## src/rtl/mul_div_sequencer.sv

```systemverilog
// mul_div_sequencer: multi-cycle MIPS multiply/divide controller that sits
// beside the EX-stage ALU and borrows it for one add or subtract per cycle.
// Multiply is shift-add and divide is restoring, both over {hi,lo}. The
// pipeline is stalled while the sequencer runs.
// Optional feature: define MD_SIGNED_EN for signed MULT/DIV. The extra
// SGN_PRE/SGN_POST states negate operands and results through the ALU.
// Without it, op[1] is ignored and MULT/DIV behave as MULTU/DIVU.
module mul_div_sequencer #(
    parameter int ITERS = 32
) (
    input  logic        clk,
    input  logic        rst,
    input  logic        start,
    input  logic [1:0]  op,
    input  logic [31:0] src_a,
    input  logic [31:0] src_b,
    input  logic [31:0] alu_result,
    output logic [31:0] alu_a,
    output logic [31:0] alu_b,
    output logic [2:0]  alu_ctrl,
    output logic        alu_own,
    output logic        busy,
    output logic        stall,
    output logic        done,
    output logic [31:0] hi,
    output logic [31:0] lo
);

    localparam int               CNT_W     = $clog2(ITERS);
    localparam logic [CNT_W-1:0] LAST      = CNT_W'(ITERS - 1);
    localparam logic [2:0]       CTRL_ADD  = 3'b010;
    localparam logic [2:0]       CTRL_SUB  = 3'b110;
    localparam logic [2:0]       CTRL_NONE = 3'b000;

`ifdef MD_SIGNED_EN
    typedef enum logic [2:0] {IDLE, MUL, DIV, DONE, SGN_PRE, SGN_POST} state_t;
`else
    typedef enum logic [2:0] {IDLE, MUL, DIV, DONE} state_t;
`endif

    state_t           state;
    logic [31:0]      opnd;
    logic [CNT_W-1:0] count;
    logic [31:0]      sh;
    logic             div_take;
    logic             mul_carry;

`ifdef MD_SIGNED_EN
    logic is_mul;
    logic pre_a;
    logic pre_b;
    logic post_lo;
    logic post_hi;
    logic lo_zero;
`else
    logic unused_op1;
    assign unused_op1 = op[1];
`endif

    assign sh        = {hi[30:0], lo[31]};
    assign div_take  = hi[31] | (sh >= opnd);
    assign mul_carry = (alu_result < hi);
    assign stall     = busy | (start & (state == IDLE));

    // Drive the shared ALU operands and control only while the sequencer owns it
    always_comb begin
        alu_a    = '0;
        alu_b    = '0;
        alu_ctrl = CTRL_NONE;
        case (state)
            MUL: begin
                alu_a    = hi;
                alu_b    = lo[0] ? opnd : '0;
                alu_ctrl = CTRL_ADD;
            end
            DIV: begin
                alu_a    = sh;
                alu_b    = opnd;
                alu_ctrl = CTRL_SUB;
            end
`ifdef MD_SIGNED_EN
            SGN_PRE: begin
                alu_b    = pre_a ? lo : opnd;
                alu_ctrl = CTRL_SUB;
            end
            SGN_POST: begin
                if (post_lo) begin
                    alu_b    = lo;
                    alu_ctrl = CTRL_SUB;
                end else if (is_mul) begin
                    alu_a    = ~hi;
                    alu_b    = {31'b0, lo_zero};
                    alu_ctrl = CTRL_ADD;
                end else begin
                    alu_b    = hi;
                    alu_ctrl = CTRL_SUB;
                end
            end
`endif
            default: begin
                alu_a    = '0;
                alu_b    = '0;
                alu_ctrl = CTRL_NONE;
            end
        endcase
    end

    // Sequencer FSM: accept a request, iterate through the ALU, then pulse done
    always_ff @(posedge clk or negedge rst) begin
        if (!rst) begin
            state   <= IDLE;
            hi      <= '0;
            lo      <= '0;
            opnd    <= '0;
            count   <= '0;
            busy    <= 1'b0;
            done    <= 1'b0;
            alu_own <= 1'b0;
`ifdef MD_SIGNED_EN
            is_mul  <= 1'b0;
            pre_a   <= 1'b0;
            pre_b   <= 1'b0;
            post_lo <= 1'b0;
            post_hi <= 1'b0;
            lo_zero <= 1'b0;
`endif
        end else begin
            done <= 1'b0;
            case (state)
                IDLE: begin
                    if (start) begin
                        busy  <= 1'b1;
                        hi    <= '0;
                        lo    <= src_a;
                        opnd  <= src_b;
                        count <= '0;
                        if (op[0] && (src_b == '0)) begin
                            hi    <= src_a;
                            lo    <= '1;
                            done  <= 1'b1;
                            state <= DONE;
                        end else begin
                            alu_own <= 1'b1;
                            state   <= op[0] ? DIV : MUL;
`ifdef MD_SIGNED_EN
                            if (op[1] && (src_a[31] || src_b[31])) begin
                                state <= SGN_PRE;
                            end
`endif
                        end
`ifdef MD_SIGNED_EN
                        is_mul  <= ~op[0];
                        pre_a   <= op[1] & src_a[31];
                        pre_b   <= op[1] & src_b[31];
                        post_lo <= op[1] & (src_a[31] ^ src_b[31]);
                        post_hi <= op[1] & (op[0] ? src_a[31] : (src_a[31] ^ src_b[31]));
`endif
                    end
                end
                MUL, DIV: begin
                    if (state == MUL) begin
                        hi <= {mul_carry, alu_result[31:1]};
                        lo <= {alu_result[0], lo[31:1]};
                    end else if (div_take) begin
                        hi <= alu_result;
                        lo <= {lo[30:0], 1'b1};
                    end else begin
                        hi <= sh;
                        lo <= {lo[30:0], 1'b0};
                    end
                    count <= count + 1'b1;
                    if (count == LAST) begin
                        count <= '0;
`ifdef MD_SIGNED_EN
                        if (post_lo || post_hi) begin
                            state <= SGN_POST;
                        end else
`endif
                        begin
                            state   <= DONE;
                            done    <= 1'b1;
                            alu_own <= 1'b0;
                        end
                    end
                end
`ifdef MD_SIGNED_EN
                SGN_PRE: begin
                    if (pre_a) begin
                        lo    <= alu_result;
                        pre_a <= 1'b0;
                        if (!pre_b) begin
                            state <= is_mul ? MUL : DIV;
                        end
                    end else begin
                        opnd  <= alu_result;
                        pre_b <= 1'b0;
                        state <= is_mul ? MUL : DIV;
                    end
                end
                SGN_POST: begin
                    if (post_lo) begin
                        lo      <= alu_result;
                        lo_zero <= (lo == '0);
                        post_lo <= 1'b0;
                        if (!post_hi) begin
                            state   <= DONE;
                            done    <= 1'b1;
                            alu_own <= 1'b0;
                        end
                    end else begin
                        hi      <= alu_result;
                        post_hi <= 1'b0;
                        state   <= DONE;
                        done    <= 1'b1;
                        alu_own <= 1'b0;
                    end
                end
`endif
                DONE: begin
                    state <= IDLE;
                    busy  <= 1'b0;
                end
                default: begin
                    state   <= IDLE;
                    busy    <= 1'b0;
                    alu_own <= 1'b0;
                end
            endcase
        end
    end

endmodule

```

## config.mk

```make
export PLATFORM = sky130hd
export DESIGN_NAME = mul_div_sequencer
export DESIGN_NICKNAME = d
export VERILOG_FILES = /design/src/rtl/mul_div_sequencer.sv
export SDC_FILE = /design/constraint.sdc
export NUM_CORES = 1
export LEC_CHECK = 0
export CORE_MARGIN = 10
export CORE_UTILIZATION = 45
export DETAILED_ROUTE_END_ITERATION = 16
export PLACE_DENSITY = 0.78
export SLEW_MARGIN = 20
export SYNTH_ARGS = -nofsm -noshare
export SYNTH_HDL_FRONTEND = slang
export SYNTH_SLANG_ARGS = --single-unit
```

## constraint.sdc

```tcl
create_clock -name clk -period 4.3 [get_ports clk]
set_input_delay 1.29 -clock clk [delete_from_list [all_inputs] [get_ports clk]]
set_output_delay 1.29 -clock clk [all_outputs]
set_load 0.005 [all_outputs]
```

==> impl_metrics.ini, run 1 <==
[status]
outcome = finished clean

[pwr]
internal-power_mw = 4.05
powerDensity_nw_per_um2 = 706
maximum_vdd_drop_mv = 1.01
seq_power_share_pct = 26.5
leakage_power_total_nw = 4.49
pwr-share-clk_pct = 11.9
combinationalPowerShare_pct = 61.6
power_switching_share_pct = 44.9
total_switching_power_mw = 3.29

[floorplan]
fp-row-count = 47
effective_utilization_at_floorplan_pct = 45.7
num_io_pins = 236
die-height_um = 150
floorplan.die_area_um2 = 22400
floorplan.die.width_um = 150
standard_cell_core_area_um2 = 16500

[routing]
routed_via_density = 5.83
drt_first_iter_violations = 653
antenna_violating_nets_post_route = 0
routed-via-count = 7383
wire_per_inst_um = 20.7
routed_wirelength_um = 26200
post_route_drc = 0
drt_first_pass_iters = 9

[critical_path]
critical_path.most_common_cell = buf_4
critPathSlowestCell = clkdlybuf4s50_1
max_stage_delay_ns = 0.56
critPathKind = reg2out
r2r.worst_path.cells = 9
critical_path.startpoint_type = flip-flop
crit_path_cell_trace = inv_1, ha_1, buf_4, a21oi_2, buf_4, nor3_1, clkdlybuf4s50_1
worstPathMaxFanout = 33
reg2reg_slack_ns = 1.32
timing.critical_path.to_type = output port
critical_path.reg2reg.endpoint = hi[20]
worst-endpoint-required_ns = 3.01
cp_data_arrival_time_ns = 2.52
regToRegStartpoint = hi[4]

[yosys]
yosysMostFrequentCell = nand2_1
mappedNetlistArea_um2 = 7560
ys_top_cells_by_count = nand2_1 (117), dfrtp_1 (106), ha_1 (70), inv_1 (69), mux2i_1 (63)
postSynthRegisterBits = 106
synth.lib_cells_used.distinct = 48
synthArstFlopShare_pct = 100
synth_largest_type_area_fraction_pct = 35.1
postSynthCellCount = 840
syn_nets = 1011
syn-mean-instance-area_um2 = 9.00
synth_enable_flop_cells = 0
yosys_most_used_dff = dfrtp_1
synth-warning-count = 0
synth_top_cell_by_area = dfrtp_1
synth_seq_area_share_pct = 35.1
synth_area_leaders = dfrtp_1 (35%), ha_1 (12%), mux2i_1 (8.3%), nand2_1 (5.8%), mux2_2 (4.8%)

[cells_and_area]
areaGrowthSynthToFinish_pct = 37.7
num_antenna_cells = 0
drive_above_1_share_pct = 7.55
utilization_pct = 63.0
final_nets = 1212

[placed_design]
portBuffers = 233
post-dp-hpwl_um = 19500
gp_congestion = 0.874

[sta]
final_min_period_over_clock_period_pct = 88.7
slew_worst_pin_ns = 0.789
fin_crit_ns = 3.81
number_of_endpoints_with_negative_hold_slack_in_the_final_report = 0
slew_headroom_pct = 47.4
report.final.slew_viol_count = 0
grt_setup_unrepaired = no
fmax_ghz = 0.262
final.setup.tns_ns = 0
fin_skew_ns = 0.00658
setup_viol = 0

[clocking]
clk_root_buffer_cell = clkbuf_16
insertion_delay_ns = 0.35
clk_pin_slew_worst_paths_ns = 0.07
max-clock-path-buffers = 2
postCtsSetupRepairBufs = 0
tritoncts = yes
clock-sinks = 106
hold_buffers = 0
htree_levels = 3
tritoncts.num_buffers = 9
cts-resized-gates = 0

[grt]
grt_overall_usage_pct = 22.5
vias_in_the_first_global_route = 7293
gr-usage-met1_pct = 29.0
met2_usage_pct = 36.8
grt_first_pass_wirelength_um = 40500
busiest_layer = met2
met3_usage_pct = 5.56
grt_max_degree = 73
grt.overflow.total = 0
grt_antenna_before_repair = 0

[hold_path]
worst_hold_path.num_cells = 2
hold_worst_path_end = count[4]
min_path_type = reg2reg
min_from = count[4]

[flow_run]
max_cap_violations = 0
==> how the worst max path moves through the flow <==
| stage | slack [ns] | from | cells past startpoint | to |
|---|---|---|---|---|
| finish | 0.49 | state[0] | 7 | alu_b[29] |
| global route | 0.34 | state[0] | 7 | alu_b[31] |
| CTS | 0.50 | state[0] | 6 | alu_b[12] |
| detailed placement | 0.52 | start | 4 | stall |
| global placement | 0.54 | start | 4 | stall |
| floorplan | 1.13 | start | 3 | stall |
==> cells by family after synthesis <==
logic type / count (synthesis) / synth area share (%)
xor+xnor: 2 / 0.232
fa+ha+maj: 70 / 11.6
compound gates: 193 / 18.5
other cells: 1 / 0.0496
mux: 95 / 13.1
simple gates: 242 / 14.1
flops: 106 / 35.1
buf+inv: 131 / 7.25
==> cell usage in the layout (no fill, tap or decap), drive strengths merged, types with 5 or more instances in the layout <==
cell           instances
nand3                  7
ha                    70
a22oi                 33
nor2                  51
nor4                  10
a211oi                 5
clkdlybuf4s50        232
o311ai                31
nand2                117
nand4                 10
nor3                  34
dfrtp                106
a222oi                31
mux2                  32
buf                   19
a21oi                 25
a21o                   6
o21ai                 45
inv                   71
clkbuf                10
mux2i                 63
==> power groups by stage <==
| stage | registers [mW] | logic (mW) | clock network, mW |
|---|---|---|---|
| floorplan | 1.80 | 2.82 | 0 |
| global placement | 1.94 | 4.43 | 0 |
| detailed placement | 1.96 | 4.54 | 0 |
| CTS | 1.94 | 4.57 | 0.891 |
| global route | 2.00 | 5.03 | 0.928 |
| finish | 1.95 | 4.52 | 0.873 |
==> sequential cells by signal (all words and copies together) (netlist names) <==
register  count
lo           32
busy          1
alu_own       1
hi           32
done          1
count         5
state         2
opnd         32
==> critical path: cells and delay by family, from the launching register on <==
family	cells	cell delay (ns)
adders and majority gates	1	0.16
DFF	1	0.43
and+or+nand+nor	1	0.21
buffers and inverters	4	1.30
AOI/OAI and AO/OA	1	0.06
==> area by class of cell <==
type | instances | area (µm²)
Fill cell | 1437 | 6120
Multi-Input combinational cell | 603 | 4400
Sequential cell | 106 | 2650
Timing Repair Buffer | 251 | 2510
Tap cell | 220 | 275
Inverter | 70 | 263
Clock buffer | 10 | 239
Clock inverter | 6 | 65.1
==> routing by layer <==
metal / vias up / wire, µm
met4: 0 / 349
met2: 287 / 12600
li1: 3496 / -
met1: 3577 / 10900
met5: - / 0
met3: 23 / 2280
==> per-stage QoR <==
stage	setup WS, ns	hold WS, ns	area [µm²]	total power [mW]	instances
after floorplan	1.13	0.445	7560	4.62	840
after global placement	0.543	0.461	10100	6.37	1250
after detailed placement	0.525	0.467	10100	6.50	1250
after CTS	0.496	0.484	10400	7.40	1266
after global routing	0.337	0.522	10400	7.96	1266
final	0.486	0.479	10400	7.34	1266
Note: power is estimated with default switching activity, not from simulation.
==> run 2, diff against run 1 <==
--- a/config.mk
+++ b/config.mk
@@ -5,6 +5,7 @@
 export SDC_FILE = /design/constraint.sdc
 export NUM_CORES = 1
 export LEC_CHECK = 0
+export CAP_MARGIN = 20
 export CORE_MARGIN = 10
 export CORE_UTILIZATION = 45
 export DETAILED_ROUTE_END_ITERATION = 16
==> results of run 2 <==
The final DEF is identical to that of run 1; final timing and power are the same.
